File: src/rtl/train_track_model.sv
// Plant-side model of two trains at a shared crossing: drives the waiting
// sensors, reacts to controller permissions and flags unsafe control.

module train_fsm #(
    parameter int APPROACH_CYC = 4,
    parameter int CROSS_CYC    = 3,
    parameter int CW           = 8
) (
    input  logic       clk,
    input  logic       reset,
    input  logic       run,
    input  logic       t,
    output logic       v,
    output logic [1:0] state,
    output logic [7:0] crossings
);

    typedef enum logic [1:0] {
        AWAY    = 2'b00,
        WAITING = 2'b01,
        CROSS   = 2'b10,
        ILLEGAL = 2'b11
    } state_e;

    localparam logic [CW-1:0] APP_INIT   = CW'(APPROACH_CYC - 1);
    localparam logic [CW-1:0] CROSS_INIT = CW'(CROSS_CYC - 1);
    localparam logic [CW-1:0] CNT_ZERO   = CW'(0);
    localparam logic [CW-1:0] CNT_ONE    = CW'(1);

    state_e        state_q, state_d;
    logic [CW-1:0] cnt_q, cnt_d;
    logic [7:0]    crossings_q, crossings_d;
    logic          v_q, v_d;

    // Next-state: approach countdown, wait for permission, timed crossing.
    always_comb begin
        state_d     = state_q;
        cnt_d       = cnt_q;
        crossings_d = crossings_q;
        if (run) begin
            case (state_q)
                AWAY: begin
                    if (cnt_q == CNT_ZERO) begin
                        state_d = WAITING;
                    end else begin
                        cnt_d = cnt_q - CNT_ONE;
                    end
                end
                WAITING: begin
                    if (t) begin
                        state_d = CROSS;
                        cnt_d   = CROSS_INIT;
                    end else begin
                        state_d = WAITING;
                    end
                end
                CROSS: begin
                    if (cnt_q == CNT_ZERO) begin
                        state_d     = AWAY;
                        cnt_d       = APP_INIT;
                        crossings_d = crossings_q + 8'd1;
                    end else begin
                        cnt_d = cnt_q - CNT_ONE;
                    end
                end
                ILLEGAL: begin
                    state_d = AWAY;
                    cnt_d   = APP_INIT;
                end
                default: begin
                    state_d = AWAY;
                    cnt_d   = APP_INIT;
                end
            endcase
        end else begin
            state_d = state_q;
        end
        // Sensor is registered alongside the state so it equals (state == WAITING).
        v_d = (state_d == WAITING);
    end

    // Train state register with synchronous reset that aborts any activity.
    always_ff @(posedge clk) begin
        if (reset) begin
            state_q     <= AWAY;
            cnt_q       <= APP_INIT;
            crossings_q <= 8'd0;
            v_q         <= 1'b0;
        end else begin
            state_q     <= state_d;
            cnt_q       <= cnt_d;
            crossings_q <= crossings_d;
            v_q         <= v_d;
        end
    end

    assign v         = v_q;
    assign state     = state_q;
    assign crossings = crossings_q;

endmodule

File: config.mk
export PLATFORM = sky130hd
export DESIGN_NAME = train_fsm
export DESIGN_NICKNAME = d
export VERILOG_FILES = /design/src/rtl/train_track_model.sv
export SDC_FILE = /design/constraint.sdc
export NUM_CORES = 1
export LEC_CHECK = 0
export CAP_MARGIN = 20
export CORE_ASPECT_RATIO = 1.4
export CORE_MARGIN = 5
export CORE_UTILIZATION = 32
export CTS_BUF_LIST = sky130_fd_sc_hd__clkbuf_16
export DETAILED_ROUTE_END_ITERATION = 7
export GPL_TIMING_DRIVEN = 0
export REMOVE_ABC_BUFFERS = 1
export SYNTH_ARGS = -nofsm -noshare
export SYNTH_HDL_FRONTEND = slang
export SYNTH_SLANG_ARGS = --single-unit
File: constraint.sdc
create_clock -name clk -period 2.1 [get_ports clk]
set_input_delay 0.21 -clock clk [delete_from_list [all_inputs] [get_ports clk]]
set_output_delay 0.21 -clock clk [all_outputs]
set_load 0.02 [all_outputs]
==> metrics.txt <==
first-pass GRT wire length=4260 um; Design Power=869 uW; critical path required time=2.28 ns; grt ovf=0; router iterations before antenna repair=4; ant diodes=0; most common cell after layout, fill and taps aside=dfxtp_1; largest net degree at the start of global routing=17; VDD IR-drop max=0.404 mV; synthesized area per cell=8.98 um2; Net count, final=142; fin crit share=93.8%; global-route usage over all layers=11.7%; Setup WS post-layout=0.130 ns; Hold WC Path Type=reg -> reg; Crit. End Element=flip-flop; Num CTS Buffers=3; die area=4550 um2; status=finished clean; DR WL/cell=14.1 um; total of max-cap violations=0; Worst EP arrival=2.15 ns; Detail Route Antenna Nets=0; Final min period=1.97 ns; number of antenna violations at the first check in global routing=0; Cell Pwr Density=657 nW/um2; Die Wd=58.4 um; Worst-Skew Late Latency=0.25 ns; Design Area, Final=1320 um2; 1st-iter DRT viols=12; core area=3150 um2; Port Buffer Count=14; RSZ-0062 raised after global routing=no; Cells on Worst Hold Path=2; Layout Skew=0.00120 ns; Rel. slew slack=64.9%; Vias/cell=5.76; r2r setup slk=0.13 ns; Distinct cells, synth=40; H-tree Lvls=1; Clk pin slew, worst setup/hold paths=0.05 ns; Synth top area share=36.2%; non-filler instance count after layout=173; Placed Cells=165; Post-Syn Instances=117; f_max=0.508 GHz; CTS tree=yes; pre-CTS WS=-0.311 ns; CP Class=reg -> reg; critical path peak fanout=9; Synth area leaders=dfxtp_1 (36%), a21oi_1 (5.2%), o31ai_1 (5.0%); sequential share of the synthesized area=36.2%; Slew @ Worst Pin=0.525 ns; fin. max-slew vios=0; fillers=335; yosys warns=0; Critical Path Source Type=flip-flop; Area Growth Syn to Fin=26.0%; final hold violation count=0; post-place instance area=1200 um2; I/O pins=15; DR vias=997; Min Hold Slack=0.500 ns; Die Span Y=77.8 um; clock sinks=19; root buf cell=clkbuf_16; Yosys top cell by area=dfxtp_1; Static Leak=0.454 nW; vias in the first global route=993; commonest cells after routing, fill and taps aside=dfxtp_1 (18), clkdlybuf4s50_1 (14), a21oi_1 (11); Syn Std Cell Area=1050 um2; #FFs+latches synth=19; Final setup violation count=0; RePlAce Congestion=0.707; worst reg-to-reg path cell count=7; Bufs on Longest Clock Path=2; WL final=2440 um; Residual DRC=0; Placement Rows=24; share of post-route cells with drive strength above 1=17.2%; HPWL after DPL=1760 um; Initial Util=33.3%
registers in the layout, indices dropped and copies added (netlist names):
signal	count
state	2
v	1
cnt_q	8
crossings	8
kinds of logic after synthesis:
logic type,after synthesis,share of synthesized area [%]
xor gates and xnor gates,2,1.67
adders and majority gates,3,3.57
buffers and inverters,9,5.47
muxes,1,0.952
and+or+nand+nor,50,32.3
DFF,19,36.2
AOI/OAI and AO/OA,33,19.9
routing by layer:
metal  routed length [um]  GRT usage, %  up-vias
met2                 1190          20.0       19
li1                     -             -      485
met1                 1100          13.5      488
met3                   97          2.66        5
met5                    0             0        -
met4                   40          4.87        0
what timing repair did:
item / 4_1_cts / 5_1_grt
hold buffers: 0 / 0
endpoints found under the setup margin: 14 / 12
buffers inserted: 3 / 1
gates resized for setup: 2 / 2
pin swaps: 1 / 2
path summary, 6_finish.rpt:
kind | from | to
setup / recovery | cnt_q[1] | cnt_q[6]
hold / removal | crossings[6] | crossings[6]
setup reg to reg | cnt_q[1] | cnt_q[6]
hold reg to reg | crossings[6] | crossings[6]
power breakdown:
group	internal [mW]	total [mW]	leakage [nW]	switching [mW]
Combinational	0.0440	0.0966	0.258	0.0525
Sequential	0.371	0.386	0.154	0.0155
Clock	0.253	0.387	0.0423	0.133
per-stage QoR:
stage,util (%),TNS (ns)
after floorplan,-,0
final,42.0,0
after global placement,38.0,-0.724
after CTS,41.5,0
after global routing,42.0,0
after detailed placement,38.0,-1.27
final cells by class:
class                           count  area, um2  area share [%]
Clock buffer                        3       75.1            5.67
Clock inverter                      1       3.75           0.284
Inverter                            4       15.0            1.13
Multi-Input combinational cell     89        629            47.5
Sequential cell                    19        382            28.8
Tap cell                           39       48.8            3.69
Timing Repair Buffer               18        170            12.9
worst max-delay path: stages, from the launching register on:
cell and delay, ns:
dfxtp_1 0.38, inv_1 0.08, ha_1 0.19, or3b_2 0.24, nor4_4 0.06, buf_4 0.19, or4_2 0.60, a21oi_1 0.16
cells in the mapped netlist, drive strengths merged:
library cell / number
dfxtp: 19
a21oi: 11
or4: 8
nor2: 7
o21ai: 7
o31ai: 7
or3: 6
nand2: 5
nand4: 5
inv: 4
nand3: 4
nor3: 4
buf: 3
ha: 3
nor4: 3
a31oi: 2
clkbuf: 2
nor2b: 2
or3b: 2
a211o: 1
a21bo: 1
a21o: 1
a221o: 1
a32oi: 1
mux2i: 1
nand2b: 1
nand3b: 1
nand4b: 1
nor3b: 1
o21bai: 1
xnor2: 1
xor2: 1
(Power assumes the default switching activity.)
